--- src/rtl/bm_match_pkg.sv ---
// Shared definitions for the multiply-add / divide microbenchmark blocks.
// Default widths, FSM encoding and the iteration counter width helper.
package bm_match_pkg;

    localparam int BITS0_DEF = 9;
    localparam int BITS2_DEF = 18;

    typedef enum logic [1:0] {
        IDLE = 2'd0,
        RUN  = 2'd1,
        DONE = 2'd2
    } state_t;

    // Counter must reach BITS2 itself: the cycle after the last iteration latches results.
    function automatic int cnt_width(input int bits2);
        return $clog2(bits2 + 1);
    endfunction

endpackage

--- src/rtl/bm_div_step.sv ---
// One radix-2 restoring division stage: shift in a dividend bit, subtract the divisor if it fits.
module bm_div_step #(
    parameter int BITS0 = 9
) (
    input  logic [BITS0-1:0] part_rem,
    input  logic             dvd_bit,
    input  logic [BITS0-1:0] divisor,
    output logic [BITS0-1:0] next_rem,
    output logic             q_bit
);

    logic [BITS0:0] partial;
    logic [BITS0:0] diff;

    always_comb begin
        partial  = {part_rem, dvd_bit};
        diff     = partial - {1'b0, divisor};
        q_bit    = (partial >= {1'b0, divisor});
        // Both candidates are below 2^BITS0, so dropping the top bit is lossless.
        next_rem = q_bit ? diff[BITS0-1:0] : partial[BITS0-1:0];
    end

endmodule

--- src/rtl/bm_divmod_seq.sv ---
// Sequential unsigned divider, one quotient bit per clock, start/busy/done handshake.
// Results are registered on entry to DONE and held until the next accepted start.
module bm_divmod_seq
    import bm_match_pkg::*;
#(
    parameter int BITS0 = BITS0_DEF,
    parameter int BITS2 = BITS2_DEF
) (
    input  logic             clock,
    input  logic             reset,
    input  logic             start,
    input  logic [BITS2-1:0] dividend,
    input  logic [BITS0-1:0] divisor,
    output logic             busy,
    output logic             done,
    output logic [BITS2-1:0] quotient,
    output logic [BITS0-1:0] remainder,
    output logic             div_by_zero
);

    localparam int CNT_W = cnt_width(BITS2);

    state_t state;
    state_t next_state;

    logic [BITS0-1:0] div_r;
    logic [BITS0-1:0] rem_r;
    logic [BITS2-1:0] dvd_r;
    logic [BITS2-1:0] quo_r;
    logic [CNT_W-1:0] cnt;
    logic             dz_r;

    logic [BITS0-1:0] step_rem;
    logic             step_q;
    logic             accept;
    logic             finish;

    bm_div_step #(.BITS0(BITS0)) u_step (
        .part_rem (rem_r),
        .dvd_bit  (dvd_r[BITS2-1]),
        .divisor  (div_r),
        .next_rem (step_rem),
        .q_bit    (step_q)
    );

    assign accept = (state != RUN) && start;
    // A zero divisor skips the iterations but still spends one RUN cycle latching results.
    assign finish = (state == RUN) && (dz_r || (cnt == CNT_W'(BITS2)));

    always_ff @(posedge clock) begin
        if (reset) begin
            state <= IDLE;
        end else begin
            state <= next_state;
        end
    end

    always_comb begin
        next_state = state;
        busy       = 1'b0;
        done       = 1'b0;
        case (state)
            IDLE: begin
                if (start) next_state = RUN;
            end
            RUN: begin
                busy = 1'b1;
                if (finish) next_state = DONE;
            end
            DONE: begin
                done       = 1'b1;
                next_state = start ? RUN : IDLE;
            end
            default: next_state = IDLE;
        endcase
    end

    always_ff @(posedge clock) begin
        if (reset) begin
            div_r       <= '0;
            rem_r       <= '0;
            dvd_r       <= '0;
            quo_r       <= '0;
            cnt         <= '0;
            dz_r        <= 1'b0;
            quotient    <= '0;
            remainder   <= '0;
            div_by_zero <= 1'b0;
        end else if (accept) begin
            div_r <= divisor;
            dvd_r <= dividend;
            rem_r <= '0;
            quo_r <= '0;
            cnt   <= '0;
            dz_r  <= (divisor == '0);
        end else if (state == RUN) begin
            if (finish) begin
                quotient    <= dz_r ? '1 : quo_r;
                remainder   <= dz_r ? '0 : rem_r;
                div_by_zero <= dz_r;
            end else begin
                rem_r <= step_rem;
                dvd_r <= dvd_r << 1;
                quo_r <= {quo_r[BITS2-2:0], step_q};
                cnt   <= cnt + CNT_W'(1);
            end
        end
    end

endmodule
--- config.mk ---
export PLATFORM = sky130hd
export DESIGN_NAME = bm_divmod_seq
export DESIGN_NICKNAME = d
export VERILOG_FILES = /design/src/rtl/bm_match_pkg.sv /design/src/rtl/bm_div_step.sv /design/src/rtl/bm_divmod_seq.sv
export SDC_FILE = /design/constraint.sdc
export NUM_CORES = 1
export LEC_CHECK = 0
export ABC_AREA = 0
export ABC_CLOCK_PERIOD_IN_PS = 2200
export CAP_MARGIN = 20
export CORE_MARGIN = 1
export CORE_UTILIZATION = 30
export DETAILED_ROUTE_END_ITERATION = 8
export PLACE_DENSITY = 0.55
export SLEW_MARGIN = 10
export SYNTH_ARGS = -nofsm -noshare
export SYNTH_HDL_FRONTEND = slang
export SYNTH_SLANG_ARGS = --single-unit
--- constraint.sdc ---
create_clock -name clock -period 2.2 [get_ports clock]
set_input_delay 0.33 -clock clock [delete_from_list [all_inputs] [get_ports clock]]
set_output_delay 0.33 -clock clock [all_outputs]
set_load 0.1 [all_outputs]
==> impl_results.md <==
* Area growth syn-to-layout at 29.8%
* Wire length per cell at 12.7 µm
* Max FO, Critical Path at 5
* Via count at 3429
* Max incr delay on CP at 0.39 ns
* Die area at 0.0136 mm²
* Leakage at 1.91 nW
* N_diodes at 0
* Combinational Power Share at 0.229
* Max Buffers Root-to-Sink at 2
* Most used DFF post-synth: dfxtp_1
* Top sig layer: met4
* Final period util at 0.989
* Largest delay share family, worst path: compound AO/OA/AOI/OAI gates
* CTS Root Cell: clkbuf_16
* Routability cong. at 0.829
* Int Power at 0.00310 W
* Pwr Total at 0.00428 W
* CP max-delay cell: fa_2
* Top cells by area, synth: dfxtp_1 46%, nand2_1 8.3%, a21oi_1 7.6%, nor3_1 5.2%, nor2_1 3.8%
* IO Pins at 60
* Worst-skew pair later-pin latency at 0.34 ns
* Largest net degree at the start of global routing at 31
* Clk sinks at 90
* Crit path buf inv count at 5
* Crit. End Element: register
* Vias per inst at 4.75
* Worst Hold Depth at 2
* DIE HEIGHT at 117 µm
* Met2 Wirelength at 4200 µm
* Detailed Place HPWL at 6410 µm
* Design Area, Final at 0.00513 mm²
* Sequential cell area at 0.00180 mm²
* Mapped Area at 0.00395 mm²
* Sw Pwr at 0.00118 W
* Vias in the first global route at 3113
* Placed cell areas at 0.00470 mm²
* Core Region at 0.0127 mm²
* Mapped Cells at 483
* Hold Vio Cnt, Final at 0
* Relative slew slack at 0.563
* Yosys warnings at 0
* CTS clock-pin slew for the worst setup and hold paths at 0.07 ns
* Tmin final at 2.18 ns
* Fmax at 0.460 GHz
* Dominant cell type by area after synthesis: dfxtp_1
* Initial antenna violation count at 0
* Num CTS Buffers at 9
* Measured slew at the worst slew-check pin at 0.654 ns
* Cell Rows at 41
* Pwr per Cell Area at 834 mW/mm²
* Hold_buf cts at 0
* Worst path cell trace: inv_2, ha_4, inv_2, fa_2, a211oi_2, nor3_2, o32ai_4, buf_12, buf_4, buf_12, nor3_1, a211oi_2
* Worst r2r path cells at 12
* Mapped Avg Cell Area at 8.19 µm²
* WL met3 at 428 µm
* Antenna-violating nets left at 0
* WL final at 9190 µm
* Max Cap Violations at 0
* Final setup violating endpoints at 0
* Area share of the leading cell type in the synthesized netlist at 0.456
* Final Max Slew Viols at 0
* Die Wd at 117 µm
* Async set-reset flop share out of synthesis at 0
* Remaining routing DRC violations at 0
* Worst EP arrival at 2.45 ns
* Initial DRC count at 148
* CP startpoint kind: register
* RSZ-0062 raised after global routing: true
* Worst VDD drop at 0.000493 V
* Drt pass-1 iters at 5
* Max Clock Skew at 0.00873 ns
* Critical Path RT at 2.47 ns
* Clock power frac at 0.365
* Sequential area share after synthesis at 0.456
* Reg power frac at 0.405
* Syn nets at 525
* # fillers at 1331
* WP depth at 12
* Multi-input logic area at 0.00200 mm²
* Switching fraction of total power at 0.276
* Initial Util at 0.311
* HP Class: input pin to register
* Status: completed
* Nets@finish at 587
* M1 wire length at 4500 µm
* Synth Register Bits at 90
* Global-route wire length before repair at 14900 µm
* Number of synthesized flops with an enable pin at 0
* Total grt overflow at 0
* Critical path class: register to register
* Share of layout cells above drive strength 1 at 0.164
* H-tree depth at 3
* GRT Util Overall at 0.140
* Distinct cells, synth at 47
* CTS tree: done
* I/O Buffers at 59
[worst reg2reg max path: stages, from the launching register on]
cell and delay [ns]:
dfxtp_2 0.32, inv_2 0.06, ha_4 0.13, inv_2 0.04, fa_2 0.39, a211oi_2 0.28, nor3_2 0.10, o32ai_4 0.25
buf_12 0.15, buf_4 0.12, buf_12 0.10, nor3_1 0.05, a211oi_2 0.13
[sequential cells by signal, summed over array words and instances, names as in the netlist]
register	cells
div_r	9
state	2
div_by_zero	1
quotient	18
dz_r	1
quo_r	18
remainder	9
rem_r	9
cnt	5
dvd_r	18
[through the flow]
step | hold WS [ns] | util | setup TNS [ns] | instances | worst slack [ns]
detailed placement | 0.448 | 0.369 | 0 | 699 | 0.0340
global placement | 0.443 | 0.369 | 0 | 699 | 0.0688
floorplan | 0.436 | - | 0 | 483 | 0.00556
CTS | 0.239 | 0.393 | 0 | 715 | 0.00956
finish | 0.253 | 0.403 | 0 | 722 | 0.0239
global route | 0.262 | 0.403 | -0.562 | 722 | -0.113
[final timing paths]
path         slack [ns]    startpoint            to
min                0.25         reset          dz_r
max                0.02     dvd_r[17]      rem_r[3]
max reg2reg        0.02     dvd_r[17]      rem_r[3]
min reg2reg        0.45  remainder[5]  remainder[5]
[cell usage in the layout, fill, tap and decap left out, drive strengths merged, types with 2 or more instances in the layout]
master,n
dfxtp,90
nand2,87
a21oi,60
buf,56
nor3,42
nor2,41
clkdlybuf4s50,28
a22oi,19
inv,17
o21ai,11
ha,11
clkbuf,10
nand3b,9
nand3,6
nand2b,5
xor2,5
o21a,5
nand4,4
mux2i,4
a211oi,4
a21o,3
a32oi,3
nor2b,2
xnor2,2
nor3b,2
a31oi,2
clkinvlp,2
a311oi,2
or4,2
[final cells by class]
type | instances | area share
multi-input cells | 345 | 0.390
flip-flops and latches | 90 | 0.352
repair buffers | 84 | 0.147
clock buffers | 10 | 0.0446
well taps | 172 | 0.0419
clock inverters | 6 | 0.0144
inverters | 15 | 0.0110
[layer usage]
layer,track usage,vias up
met3,0.0463,6
li1,-,1803
met5,0,-
met1,0.186,1549
met4,0.0304,0
met2,0.222,71
[power by group through the flow]
stage / clock network (W) / registers (W) / logic, W
6_report: 0.00156 / 0.00173 / 0.000982
2_1_floorplan: 0 / 0.00175 / 0.000557
4_1_cts: 0.00161 / 0.00173 / 0.000777
3_5_place_dp: 0 / 0.00177 / 0.000773
3_3_place_gp: 0 / 0.00177 / 0.000765
5_1_grt: 0.00170 / 0.00174 / 0.00107
[logic make-up (layout without fill, tap and decap cells)]
| logic type | Yosys count | count (layout) | synth area share |
|---|---|---|---|
| mux | 4 | 4 | 0.0101 |
| fa+ha+maj | 12 | 12 | 0.0399 |
| flops | 90 | 90 | 0.456 |
| compound gates | 118 | 118 | 0.192 |
| simple gates | 204 | 204 | 0.233 |
| buf+inv | 48 | 115 | 0.0538 |
| xor+xnor | 7 | 7 | 0.0155 |
[synth_stat cells, types with 3 or more instances]
master,count
nand3b_1,9
a32oi_1,3
mux2i_1,4
nor3_1,41
dfxtp_1,90
buf_4,3
a22oi_1,19
inv_1,15
ha_1,11
o21ai_0,11
buf_2,11
a21oi_1,60
xor2_1,5
nand4_1,4
nor2_1,40
a21o_1,3
nand3_1,6
o21a_1,5
clkbuf_1,18
nand2_1,87
nand2b_1,5
[timing repair]
| item | in CTS | in global routing |
|---|---|---|
| setup buffers | 0 | 7 |
| resized for setup | 0 | 19 |
| endpoints found under the setup margin | 0 | 20 |
No activity file was read; power rests on OpenSTA's default activity.
